$ cat src/rtl/mgmt_sram_ro_pkg.sv
// Shared types and defaults for the management SRAM read-only burst reader.
package mgmt_sram_ro_pkg;

  typedef enum logic [1:0] {
    IDLE  = 2'd0,
    READ  = 2'd1,
    WAIT  = 2'd2,
    SHIFT = 2'd3
  } state_t;

  localparam int BYTES_PER_WORD = 4;
  localparam int DEF_ADDR_W     = 8;
  localparam int DEF_READ_LAT   = 1;

endpackage

$ cat src/rtl/mgmt_sram_ro_reader_if.sv
// Request, SRAM read port and byte-stream signals of the burst reader.
interface mgmt_sram_ro_reader_if
  import mgmt_sram_ro_pkg::*;
#(
  parameter int ADDR_W = DEF_ADDR_W
);
  logic              req_valid;
  logic              req_ready;
  logic [ADDR_W-1:0] req_addr;
  logic [ADDR_W:0]   req_len;
  logic              abort;
  logic              sram_ro_csb;
  logic [ADDR_W-1:0] sram_ro_addr;
  logic [31:0]       sram_ro_data;
  logic              byte_valid;
  logic              byte_ready;
  logic [7:0]        byte_data;
  logic              busy;
  logic              done;

  modport slave (
    input  req_valid, req_addr, req_len, abort, sram_ro_data, byte_ready,
    output req_ready, sram_ro_csb, sram_ro_addr, byte_valid, byte_data, busy, done
  );

  modport master (
    output req_valid, req_addr, req_len, abort, sram_ro_data, byte_ready,
    input  req_ready, sram_ro_csb, sram_ro_addr, byte_valid, byte_data, busy, done
  );
endinterface

$ cat src/rtl/sram_ro_word_serializer.sv
// Holds one 32-bit SRAM word and emits it MSB byte first over valid/ready.
module sram_ro_word_serializer
  import mgmt_sram_ro_pkg::*;
(
  input  logic        clk,
  input  logic        rst,
  input  logic        load,
  input  logic [31:0] word,
  input  logic        flush,
  input  logic        byte_ready,
  output logic        byte_valid,
  output logic [7:0]  byte_data,
  output logic        word_done
);

  localparam logic [1:0] LAST_IDX = 2'(BYTES_PER_WORD - 1);

  logic [31:0] data_p0;
  logic [1:0]  idx_p0;
  logic        vld_p0;

  // The current byte always sits in the top lane; accepted bytes shift out.
  always_ff @(posedge clk or posedge rst) begin
    if (rst) begin
      data_p0 <= '0;
      idx_p0  <= '0;
      vld_p0  <= 1'b0;
    end else if (flush) begin
      idx_p0  <= '0;
      vld_p0  <= 1'b0;
    end else if (load) begin
      data_p0 <= word;
      idx_p0  <= '0;
      vld_p0  <= 1'b1;
    end else if (vld_p0 && byte_ready) begin
      data_p0 <= {data_p0[23:0], 8'h00};
      idx_p0  <= idx_p0 + 2'd1;
      if (idx_p0 == LAST_IDX) vld_p0 <= 1'b0;
    end
  end

  assign byte_valid = vld_p0;
  assign byte_data  = data_p0[31:24];
  assign word_done  = vld_p0 && byte_ready && (idx_p0 == LAST_IDX);

endmodule

$ cat src/rtl/mgmt_sram_ro_reader.sv
// Burst reader: single-word reads on the SRAM read-only port, streamed out as bytes.
module mgmt_sram_ro_reader
  import mgmt_sram_ro_pkg::*;
#(
  parameter int ADDR_W   = DEF_ADDR_W,
  parameter int READ_LAT = DEF_READ_LAT  // 1..3
)(
  input  logic                  core_clk,
  input  logic                  core_rst,
  mgmt_sram_ro_reader_if.slave  bus
);

  localparam logic [1:0]      LAT_LAST = 2'(READ_LAT - 1);
  localparam logic [ADDR_W:0] LEN_ONE  = {{ADDR_W{1'b0}}, 1'b1};

  state_t            state_q, state_d;
  logic [ADDR_W-1:0] addr_q;
  logic [ADDR_W:0]   rem_q;
  logic [1:0]        lat_q;
  logic              done_q, done_d;
  logic              accept, load, flush, word_done, last_word;

  assign last_word = (rem_q == LEN_ONE);
  assign flush     = bus.abort && (state_q != IDLE);

  always_ff @(posedge core_clk or posedge core_rst) begin
    if (core_rst) state_q <= IDLE;
    else          state_q <= state_d;
  end

  // Abort is ignored in IDLE, so an abort coinciding with a request still accepts it.
  always_comb begin
    state_d = state_q;
    accept  = 1'b0;
    load    = 1'b0;
    done_d  = 1'b0;
    case (state_q)
      IDLE: begin
        if (bus.req_valid) begin
          accept = 1'b1;
          if (bus.req_len != '0) state_d = READ;
          else                   done_d  = 1'b1;
        end
      end
      READ: state_d = bus.abort ? IDLE : WAIT;
      WAIT: begin
        if (bus.abort) begin
          state_d = IDLE;
        end else if (lat_q == LAT_LAST) begin
          load    = 1'b1;
          state_d = SHIFT;
        end
      end
      SHIFT: begin
        if (bus.abort) begin
          state_d = IDLE;
        end else if (word_done) begin
          state_d = last_word ? IDLE : READ;
          done_d  = last_word;
        end
      end
      default: state_d = IDLE;
    endcase
  end

  // Address only moves on entry to READ so the port holds it between reads.
  always_ff @(posedge core_clk or posedge core_rst) begin
    if (core_rst) begin
      addr_q <= '0;
      rem_q  <= '0;
      lat_q  <= '0;
      done_q <= 1'b0;
    end else begin
      done_q <= done_d;
      lat_q  <= (state_q == WAIT) ? lat_q + 2'd1 : 2'd0;
      if (state_d == READ && state_q != READ)
        addr_q <= (state_q == IDLE) ? bus.req_addr : addr_q + 1'b1;
      if (accept)
        rem_q <= bus.req_len;
      else if (state_q == SHIFT && !bus.abort && word_done)
        rem_q <= rem_q - LEN_ONE;
    end
  end

  sram_ro_word_serializer u_ser (
    .clk        (core_clk),
    .rst        (core_rst),
    .load       (load),
    .word       (bus.sram_ro_data),
    .flush      (flush),
    .byte_ready (bus.byte_ready),
    .byte_valid (bus.byte_valid),
    .byte_data  (bus.byte_data),
    .word_done  (word_done)
  );

  assign bus.req_ready    = (state_q == IDLE);
  assign bus.busy         = (state_q != IDLE);
  assign bus.sram_ro_csb  = (state_q != READ);
  assign bus.sram_ro_addr = addr_q;
  assign bus.done         = done_q;

endmodule

$ cat src/flat_wrapper.sv
// flat-port wrapper written by rule: the top's interface ports become plain ports
module mgmt_sram_ro_reader_flat import mgmt_sram_ro_pkg::*;
#(
  parameter int ADDR_W   = DEF_ADDR_W,
  parameter int READ_LAT = DEF_READ_LAT         
)
  (core_clk, core_rst, bus_req_valid, bus_req_addr, bus_req_len, bus_abort, bus_sram_ro_data, bus_byte_ready, bus_req_ready, bus_sram_ro_csb, bus_sram_ro_addr, bus_byte_valid, bus_byte_data, bus_busy, bus_done);
  mgmt_sram_ro_reader_if #(.ADDR_W(ADDR_W)) bus_i ();
  input  logic core_clk;
  input  logic core_rst;
  input wire logic [$bits(bus_i.req_valid)-1:0] bus_req_valid;
  input wire logic [$bits(bus_i.req_addr)-1:0] bus_req_addr;
  input wire logic [$bits(bus_i.req_len)-1:0] bus_req_len;
  input wire logic [$bits(bus_i.abort)-1:0] bus_abort;
  input wire logic [$bits(bus_i.sram_ro_data)-1:0] bus_sram_ro_data;
  input wire logic [$bits(bus_i.byte_ready)-1:0] bus_byte_ready;
  output wire logic [$bits(bus_i.req_ready)-1:0] bus_req_ready;
  output wire logic [$bits(bus_i.sram_ro_csb)-1:0] bus_sram_ro_csb;
  output wire logic [$bits(bus_i.sram_ro_addr)-1:0] bus_sram_ro_addr;
  output wire logic [$bits(bus_i.byte_valid)-1:0] bus_byte_valid;
  output wire logic [$bits(bus_i.byte_data)-1:0] bus_byte_data;
  output wire logic [$bits(bus_i.busy)-1:0] bus_busy;
  output wire logic [$bits(bus_i.done)-1:0] bus_done;
  assign bus_i.req_valid = bus_req_valid;
  assign bus_i.req_addr = bus_req_addr;
  assign bus_i.req_len = bus_req_len;
  assign bus_i.abort = bus_abort;
  assign bus_i.sram_ro_data = bus_sram_ro_data;
  assign bus_i.byte_ready = bus_byte_ready;
  assign bus_req_ready = bus_i.req_ready;
  assign bus_sram_ro_csb = bus_i.sram_ro_csb;
  assign bus_sram_ro_addr = bus_i.sram_ro_addr;
  assign bus_byte_valid = bus_i.byte_valid;
  assign bus_byte_data = bus_i.byte_data;
  assign bus_busy = bus_i.busy;
  assign bus_done = bus_i.done;
  mgmt_sram_ro_reader #(.ADDR_W(ADDR_W), .READ_LAT(READ_LAT)) u_core (.core_clk(core_clk), .core_rst(core_rst), .bus(bus_i));
endmodule
$ cat config.mk
export PLATFORM = sky130hd
export DESIGN_NAME = mgmt_sram_ro_reader_flat
export DESIGN_NICKNAME = d
export VERILOG_FILES = /design/src/rtl/mgmt_sram_ro_pkg.sv /design/src/rtl/mgmt_sram_ro_reader_if.sv /design/src/rtl/sram_ro_word_serializer.sv /design/src/rtl/mgmt_sram_ro_reader.sv /design/src/flat_wrapper.sv
export SDC_FILE = /design/constraint.sdc
export NUM_CORES = 1
export LEC_CHECK = 0
export CAP_MARGIN = 20
export CORE_UTILIZATION = 34
export DETAILED_ROUTE_END_ITERATION = 10
export GPL_TIMING_DRIVEN = 0
export PLACE_DENSITY = 0.61
export RECOVER_POWER = 25
export SLEW_MARGIN = 10
export SYNTH_ARGS = -nofsm -noshare
export SYNTH_HDL_FRONTEND = slang
export SYNTH_HIERARCHICAL = 1
export SYNTH_SLANG_ARGS = --single-unit
$ cat constraint.sdc
create_clock -name core_clk -period 2.6 [get_ports core_clk]
set_clock_uncertainty 0.05 [all_clocks]
set_input_delay 0.78 -clock core_clk [delete_from_list [all_inputs] [get_ports core_clk]]
set_output_delay 0.78 -clock core_clk [all_outputs]
set_load 0.02 [all_outputs]
==> results of run 1 <==
stage by stage:
stage          cell area [µm²]   util  setup slack (ns)  TNS (ns)
6_report                  4350  0.494            0.0329         0
5_1_grt                   4350  0.494           -0.0408    -0.110
4_1_cts                   4270  0.485           0.00168         0
3_5_place_dp              4000  0.454            -0.559     -6.01
3_3_place_gp              4000  0.454            -0.503     -6.05
2_1_floorplan             3120      -            0.0406         0
timing repair:
action | 4_1_cts | 5_1_grt
pin swaps | 6 | 4
setup endpoints to repair | 9 | 15
setup buffers | 3 | 3
gates cloned | 1 | 0
resized for setup | 10 | 12
power by group through the flow:
| stage | sequential, mW | combinational, mW | clock (mW) |
|---|---|---|---|
| after floorplan | 1.55 | 1.49 | 0 |
| after global placement | 1.54 | 2.19 | 0 |
| after detailed placement | 1.55 | 2.24 | 0 |
| after CTS | 1.53 | 2.38 | 0.953 |
| after global routing | 1.60 | 2.70 | 0.991 |
| final | 1.55 | 2.47 | 0.925 |
layer usage:
| layer | share of wire | up-vias |
|---|---|---|
| met5 | 0 | - |
| met3 | 0.058 | 4 |
| li1 | - | 1290 |
| met1 | 0.44 | 1241 |
| met4 | 0.0054 | 0 |
| met2 | 0.50 | 75 |
layout make-up:
cell class                 instances  share of cell area
inverter                          18              0.0155
buffer                            29              0.0518
timing repair buffer              81               0.183
clock inverter                     5              0.0181
tap                              108              0.0311
multi-input combinational        210               0.340
clock buffer                      11              0.0325
sequential                        57               0.328
worst reg2reg max path, cell delays in order (launching register included):
cell                       delay (ns)
sky130_fd_sc_hd__dfrtp_2         0.41
sky130_fd_sc_hd__inv_1           0.09
sky130_fd_sc_hd__ha_1            0.21
sky130_fd_sc_hd__buf_4           0.16
sky130_fd_sc_hd__buf_6           0.15
sky130_fd_sc_hd__nor2b_1         0.18
sky130_fd_sc_hd__clkbuf_1        0.33
sky130_fd_sc_hd__clkbuf_1        0.35
sky130_fd_sc_hd__o21ai_0         0.15
sky130_fd_sc_hd__o21ai_0         0.09
cell usage in the layout (no fill, tap or decap), types with 2 or more instances in the layout:
cell                              instances
sky130_fd_sc_hd__clkdlybuf4s50_1         66
sky130_fd_sc_hd__buf_4                   16
sky130_fd_sc_hd__o21ai_0                 53
sky130_fd_sc_hd__mux2i_1                 26
sky130_fd_sc_hd__ha_1                     9
sky130_fd_sc_hd__nand3_1                  4
sky130_fd_sc_hd__a41oi_2                  5
sky130_fd_sc_hd__dfrtp_1                 56
sky130_fd_sc_hd__xnor2_1                  5
sky130_fd_sc_hd__clkbuf_8                11
sky130_fd_sc_hd__nor3_1                   8
sky130_fd_sc_hd__and3_1                   6
sky130_fd_sc_hd__clkbuf_1                 8
sky130_fd_sc_hd__xor2_1                   4
sky130_fd_sc_hd__dlygate4sd2_1            5
sky130_fd_sc_hd__o21ai_1                  5
sky130_fd_sc_hd__buf_6                    7
sky130_fd_sc_hd__nor2_1                  13
sky130_fd_sc_hd__nor4_2                   2
sky130_fd_sc_hd__bufinv_16                2
sky130_fd_sc_hd__a21oi_1                  7
sky130_fd_sc_hd__inv_1                   18
sky130_fd_sc_hd__o211ai_1                 6
sky130_fd_sc_hd__nand4_1                  4
sky130_fd_sc_hd__a22o_1                   8
sky130_fd_sc_hd__and3b_1                  2
sky130_fd_sc_hd__and2_1                   3
sky130_fd_sc_hd__nand2_1                 16
sky130_fd_sc_hd__clkinv_2                 2
sky130_fd_sc_hd__nor4_1                   2
sky130_fd_sc_hd__buf_2                    3
sky130_fd_sc_hd__nor2b_1                  3
sky130_fd_sc_hd__a31oi_1                  2
final timing paths:
kind	from	end	slack (ns)	cells after the start
setup / recovery	bus_req_len[7]	u_core/bus.sram_ro_addr[5]	0.03	8
hold / removal	u_core/lat_q[0]	u_core/lat_q[0]	0.39	1
setup reg to reg	u_core/state_q[0]	u_core/u_ser/data_p0[9]	0.37	9
hold reg to reg	u_core/lat_q[0]	u_core/lat_q[0]	0.39	1
max in group asynchronous	core_rst	u_core/u_ser/idx_p0[0]	0.45	2
min in group asynchronous	core_rst	u_core/bus.sram_ro_addr[0]	1.07	2
registers in the layout (all words and copies together), names as in the netlist:
signal,count
u_core/u_ser/idx_p0,2
u_core/state_q,2
u_core/u_ser/data_p0,32
u_core/bus.sram_ro_addr,8
u_core/rem_q,9
u_core/lat_q,2
u_core/bus.done,1
u_core/u_ser/byte_valid,1
kinds of logic after synthesis:
kind of cell	count (synthesis)	synth area share
AO/OA/AOI/OAI	93	0.184
AND/OR/NAND/NOR	73	0.124
flip-flops	57	0.457
buffers and inverters	47	0.0898
multiplexers	26	0.0834
XOR/XNOR	9	0.0253
adder cells (fa/ha/maj)	9	0.0361
==> summary.log, run 1 <==
qor: status.run_status finished with violations
qor: status.violated_checks design-rule violations
qor: logic_synthesis.yosys_warnings 6
qor: sta.final_hold_viol_count 0
qor: grt.gr_met2_demand_resource 0.294
qor: cts.clkLatencyLatePin 0.33 ns
qor: grt.gr-max-usage-layer met2
qor: layout.final_cell_count_no_fill 519
qor: sta.achievable-frequency 390 MHz
qor: cts.clkSlewWorstSetupHoldPaths 0.07 ns
qor: logic_synthesis.synthDominantAreaCellType sky130_fd_sc_hd__dfrtp_1
qor: floorplanning.initial_core_util 0.354
qor: setup_path.critPathRequiredTime 2.76 ns
qor: power_and_ir_drop.totalPowerFinal 4.94 mW
qor: logic_synthesis.seq_area_frac_synth 0.457
qor: grt.grt_pass1_vias 2699
qor: floorplanning.floorplan.core_area 0.00881 mm²
qor: grt.grt_first_pass_wirelength 12700 µm
qor: logic_synthesis.synth_top_cell_area_share 0.457
qor: run.maxCapViolCount 0
qor: routing.initialDrtViolationCount 73
qor: power_and_ir_drop.power.switching_fraction 0.384
qor: placement.dp.cells 496
qor: layout.multiInputGateArea 0.00148 mm²
qor: power_and_ir_drop.power.combinational.fraction 0.499
qor: cts.htreeDepth 3
qor: logic_synthesis.ys_dominant_reg_cell sky130_fd_sc_hd__dfrtp_1
qor: logic_synthesis.asyncSetResetFlopFracSynth 1.00
qor: grt.largest_net_degree_at_the_start_of_global_routing 36
qor: routing.route.detailed.wl_per_inst 14.9 µm
qor: logic_synthesis.synth_enable_flop_cells 0
qor: setup_path.cpMaxStageDelayCell sky130_fd_sc_hd__or4_4
qor: routing.number_of_vias_after_detailed_routing 2610
qor: power_and_ir_drop.peakVddDrop 0.432 mV
qor: cts.cts_num_sinks 57
qor: grt.grt_antenna_before_repair 0
qor: worst_hold_path.timing.hold.worst.class reg -> reg
qor: sta.period_needed 2.57 ns
qor: placement.buffer_ports.inserted 74
qor: setup_path.cp_slowest_stage_delay 0.54 ns
qor: setup_path.path_cells dlygate4sd2_1 > or4_4 > o31a_1 > o311a_4 > buf_4 > clkbuf_8 > nand4_1 > o211ai_1
qor: placement.place_congestion 0.791
qor: routing.route.final.wire_length 7730 µm
qor: logic_synthesis.ys_top_cells_by_area sky130_fd_sc_hd__dfrtp_1, sky130_fd_sc_hd__o21ai_0, sky130_fd_sc_hd__mux2i_1, sky130_fd_sc_hd__ha_1, sky130_fd_sc_hd__buf_6
qor: layout.regArea 0.00143 mm²
qor: logic_synthesis.leading_cell_type_by_number_of_instances_after_synthesis sky130_fd_sc_hd__dfrtp_1
qor: layout.area.growth.synth_to_final 39.4%
qor: setup_path.worstSetupEndpointType register
qor: cts.numCtsBuffers 9
qor: setup_path.path_delay_family compound AO/OA/AOI/OAI gates
qor: grt.globalRouteMet3Util 0.0608
qor: setup_path.kind_of_critical_path in -> reg
qor: sta.worst_pin_slew 1.34 ns
qor: floorplanning.fp-row-count 34
qor: floorplanning.floorplan.io_pins 75
qor: logic_synthesis.synth.cells.most_frequent sky130_fd_sc_hd__dfrtp_1, sky130_fd_sc_hd__o21ai_0, sky130_fd_sc_hd__mux2i_1, sky130_fd_sc_hd__inv_1, sky130_fd_sc_hd__nand2_1
qor: setup_path.start_kind input port
qor: logic_synthesis.avgSynthCellArea 9.93 µm²
qor: cts.cts.path.max_buffers 2
qor: routing.drtAntennaViolNets 0
qor: layout.diodes 0
qor: setup_path.critPathArrivalTime 2.72 ns
qor: sta.setup_viol 0
qor: cts.tritoncts_clock_tree built
qor: setup_path.critical_path.max_fanout 5
qor: cts.cts_root_buffer sky130_fd_sc_hd__clkbuf_8
qor: layout.num-fill-cells 863
qor: layout.final_layout_size_suffix_gt1_frac 0.148
qor: logic_synthesis.area_of_the_mapped_netlist 0.00312 mm²
qor: power_and_ir_drop.leakage_power 1.82 nW
qor: sta.fin_crit_sh 0.987
qor: setup_path.crit_buf_inv 3
qor: logic_synthesis.synth_cell_type_count 43
qor: grt.globalRoute.totalOverflow 0
qor: sta.hold-worst-slack 0.392 ns
qor: placement.placed_wire_length_estimate 5500 µm
qor: logic_synthesis.mappedNetlistNets 377
qor: floorplanning.design.die.area 0.00956 mm²
qor: power_and_ir_drop.cell_internal_pwr 3.04 mW
qor: sta.timing.slew.headroom 0.108
qor: logic_synthesis.postSynthCellCount 314
qor: grt.use_met1 0.196
qor: routing.route.detailed.drc 8
qor: routing.route.detailed.vias_per_inst 5.03
qor: grt.grtUsageTotal 0.168
qor: sta.slew_viol_final 0
qor: power_and_ir_drop.power.share.sequential 0.313
qor: floorplanning.die_x 97.8 µm
qor: power_and_ir_drop.powerDensity 1140 mW/mm²
qor: floorplanning.floorplan_die_height 97.8 µm
qor: routing.drt_pre_antenna_iters 7
qor: power_and_ir_drop.power.clock.fraction 0.187
qor: layout.nNetsFinal 469
qor: cts.ctsHoldBuffers 0
qor: logic_synthesis.ys_ff_latch 57
qor: power_and_ir_drop.netSwitchingPower 1.89 mW
No activity file was read; power rests on OpenSTA's default activity.
==> run 2, diff against run 1 <==
--- a/config.mk
+++ b/config.mk
@@ -6,10 +6,12 @@
 export NUM_CORES = 1
 export LEC_CHECK = 0
 export CAP_MARGIN = 20
-export CORE_UTILIZATION = 34
+export CELL_PAD_IN_SITES_DETAIL_PLACEMENT = 1
+export CELL_PAD_IN_SITES_GLOBAL_PLACEMENT = 2
+export CORE_UTILIZATION = 31
 export DETAILED_ROUTE_END_ITERATION = 10
 export GPL_TIMING_DRIVEN = 0
-export PLACE_DENSITY = 0.61
+export PLACE_DENSITY = 0.84
 export RECOVER_POWER = 25
 export SLEW_MARGIN = 10
 export SYNTH_ARGS = -nofsm -noshare
==> summary.log, run 2 (synthesis results as in run 1) <==
qor: status.run_status complete, no violations
qor: layout.largest_register_ffs 32 [unchanged]
qor: layout.final_layout_size_suffix_gt1_frac 0.143 [-0.00591]
qor: power_and_ir_drop.leakage_power 1.82 nW [-0.22%]
qor: worst_hold_path.timing.hold.worst.class reg -> reg
qor: routing.drtAntennaViolNets 0 [unchanged]
qor: setup_path.critPathArrivalTime 2.72 ns [about the same]
qor: layout.area.growth.synth_to_final 39.5% [about the same]
qor: floorplanning.fp-row-count 36 [+5.9%]
qor: setup_path.worstSetupEndpointType register
qor: sta.slew_viol_final 0 [unchanged]
qor: floorplanning.floorplan_die_height 102 µm [+4.6%]
qor: cts.clkLatencyLatePin 0.34 ns [about the same]
qor: grt.grt_antenna_before_repair 0 [unchanged]
qor: power_and_ir_drop.power.share.sequential 0.315 [+0.002]
qor: layout.regMostFlops u_core/u_ser/data_p0
qor: cts.tritoncts_clock_tree built
qor: routing.route.detailed.wl_per_inst 16.3 µm [+9.2%]
qor: setup_path.critical_path.max_fanout 7 [+2]
qor: placement.place_congestion 0.792 [+0.14%]
qor: sta.achievable-frequency 392 MHz [+0.70%]
qor: sta.rsz0062_at_grt false
qor: setup_path.crit_buf_inv 2 [-1]
qor: power_and_ir_drop.power.switching_fraction 0.401 [+0.0176]
qor: floorplanning.initial_core_util 0.319 [-0.0351]
qor: floorplanning.design.die.area 0.0105 mm² [+9.5%]
qor: routing.number_of_vias_after_detailed_routing 2691 [+3.1%]
qor: cts.cts_root_buffer sky130_fd_sc_hd__clkbuf_8
qor: sta.fin_crit_sh 0.981 [-0.00684]
qor: grt.globalRoute.totalOverflow 0 [unchanged]
qor: layout.post_route_core_utilization 0.445 [-0.0487]
qor: power_and_ir_drop.cell_internal_pwr 2.98 mW [-2.2%]
qor: setup_path.critPathRequiredTime 2.77 ns [about the same]
qor: routing.route.final.wire_length 8790 µm [+14%]
qor: sta.worst_pin_slew 1.33 ns [-0.00410 ns]
qor: cts.ctsHoldBuffers 0 [unchanged]
qor: routing.initialDrtViolationCount 42 [-42%]
qor: placement.dp.cells 521 [+5.0%]
qor: cts.numCtsBuffers 9 [unchanged]
qor: routing.route.detailed.drc 0 [-8]
qor: power_and_ir_drop.powerDensity 1140 mW/mm² [+0.58%]
qor: cts.clkSlewWorstSetupHoldPaths 0.07 ns [about the same]
qor: placement.buffer_ports.inserted 74 [unchanged]
qor: cts.cts_num_sinks 57 [unchanged]
qor: setup_path.cpMaxStageDelayCell sky130_fd_sc_hd__or4_4
qor: layout.nNetsFinal 465 [-0.85%]
qor: placement.placed_wire_length_estimate 6330 µm [+15%]
qor: grt.grt_first_pass_wirelength 14000 µm [+10%]
qor: grt.grt_pass1_vias 2897 [+7.3%]
qor: sta.totalNegativeSetupSlack 0 ns [unchanged]
qor: floorplanning.floorplan.io_pins 75 [unchanged]
qor: sta.timing.slew.headroom 0.110 [+0.00273]
qor: sta.hold-worst-slack 0.383 ns [-0.00979 ns]
qor: grt.largest_net_degree_at_the_start_of_global_routing 36 [unchanged]
qor: power_and_ir_drop.power.clock.fraction 0.192 [+0.005]
qor: power_and_ir_drop.netSwitchingPower 1.99 mW [+5.2%]
qor: floorplanning.die_x 102 µm [+4.6%]
qor: floorplanning.floorplan.core_area 0.00977 mm² [+11%]
qor: cts.htreeDepth 3 [unchanged]
qor: setup_path.kind_of_critical_path in -> reg
qor: routing.drt_pre_antenna_iters 4 [-3]
qor: sta.setup_viol 0 [unchanged]
qor: setup_path.start_kind input port
qor: sta.final_hold_viol_count 0 [unchanged]
qor: layout.layout.cells.most_common sky130_fd_sc_hd__clkdlybuf4s50_1
qor: power_and_ir_drop.power.combinational.fraction 0.493 [-0.006]
qor: layout.layout_common_cells sky130_fd_sc_hd__clkdlybuf4s50_1, sky130_fd_sc_hd__dfrtp_1, sky130_fd_sc_hd__o21ai_0
qor: run.maxCapViolCount 0 [unchanged]
qor: grt.grtUsageTotal 0.177 [+0.00880]
qor: routing.route.detailed.vias_per_inst 4.98 [-0.91%]
qor: layout.final_cell_count_no_fill 540 [+4.0%]
qor: setup_path.path_delay_family compound AO/OA/AOI/OAI gates
qor: setup_path.cp_slowest_stage_delay 0.54 ns [about the same]
qor: cts.cts.path.max_buffers 2 [unchanged]
qor: sta.period_needed 2.55 ns [-0.0178 ns]
qor: power_and_ir_drop.peakVddDrop 0.361 mV [-17%]
qor: setup_path.path_cells dlygate4sd2_1 > or4_4 > o31a_1 > o311a_4 > clkbuf_16 > a41oi_2 > o211ai_1
qor: layout.diodes 0 [unchanged]
[run 2: changes by cell type in the layout (fill, tap and decap cells not counted), moves of 2 or more]
cell / change
sky130_fd_sc_hd__a41oi_1: +2
sky130_fd_sc_hd__dlymetal6s2s_1: +2
sky130_fd_sc_hd__clkinv_2: -2
sky130_fd_sc_hd__and2_1: -2
sky130_fd_sc_hd__a41oi_2: -2
sky130_fd_sc_hd__buf_4: -4
sky130_fd_sc_hd__inv_6: +2
sky130_fd_sc_hd__nor4_2: -2
sky130_fd_sc_hd__clkdlybuf4s50_1: -2
[run 2: cell type report]
cell class                      count  area (µm²)
Buffer                             29         225
Inverter                           18        67.6
Multi-Input combinational cell    210        1470
Fill cell                        1125        5420
Clock buffer                        9         124
Clock inverter                      7         103
Sequential cell                    57        1430
Timing Repair Buffer               77         766
Tap cell                          133         166
[run 2: power groups by stage]
stage               clock network (mW)  logic [mW]  registers [mW]
CTS                              0.987        2.42            1.56
detailed placement                   0        2.31            1.57
finish                           0.953        2.45            1.57
floorplan                            0        1.49            1.55
global placement                     0        2.23            1.55
global route                      1.02        2.70            1.62
[run 2: metal layers]
layer,up-vias,wire length (µm),part of all wire,global-route usage
li1,1285,-,-,-
met1,1331,3930,0.45,0.213
met2,67,4460,0.51,0.310
met3,8,325,0.037,0.0506
met4,0,73,0.0083,0.0440
met5,-,0,0,0
[run 2: path summary, 6_finish.rpt]
check                             startpoint                    endpoint  slack [ns]  cells past startpoint
max                           bus_req_len[6]  u_core/bus.sram_ro_addr[7]        0.05                      7
max reg2reg                u_core/state_q[0]    u_core/u_ser/data_p0[25]        0.27                      9
max in group asynchronous           core_rst      u_core/u_ser/idx_p0[0]        0.47                      2
min                          u_core/lat_q[0]             u_core/lat_q[0]        0.38                      1
min reg2reg                  u_core/lat_q[0]             u_core/lat_q[0]        0.38                      1
min in group asynchronous           core_rst  u_core/bus.sram_ro_addr[3]        1.06                      2
[run 2: per-stage QoR]
stage / power (mW) / worst slack, ns / cell area (µm²)
2_1_floorplan: 3.04 / 0.0406 / 3120
3_3_place_gp: 3.78 / -0.510 / 4030
3_5_place_dp: 3.88 / -0.550 / 4030
4_1_cts: 4.97 / 0.00000289 / 4310
5_1_grt: 5.34 / 0.00660 / 4350
6_report: 4.97 / 0.0507 / 4350
[run 2: repair_timing]
| action | in CTS | in global routing |
|---|---|---|
| gates cloned | 1 | 0 |
| setup buffers | 1 | 1 |
| gates resized for setup | 13 | 12 |
| setup endpoints to repair | 11 | 14 |
| pin swaps | 7 | 5 |
==> run 3, diff against run 2 <==
--- a/config.mk
+++ b/config.mk
@@ -9,6 +9,7 @@
 export CELL_PAD_IN_SITES_DETAIL_PLACEMENT = 1
 export CELL_PAD_IN_SITES_GLOBAL_PLACEMENT = 2
 export CORE_UTILIZATION = 31
+export CTS_CLUSTER_SIZE = 40
 export DETAILED_ROUTE_END_ITERATION = 10
 export GPL_TIMING_DRIVEN = 0
 export PLACE_DENSITY = 0.84
==> results of run 3 <==
The final DEF is identical to that of run 2; final timing and power are the same.
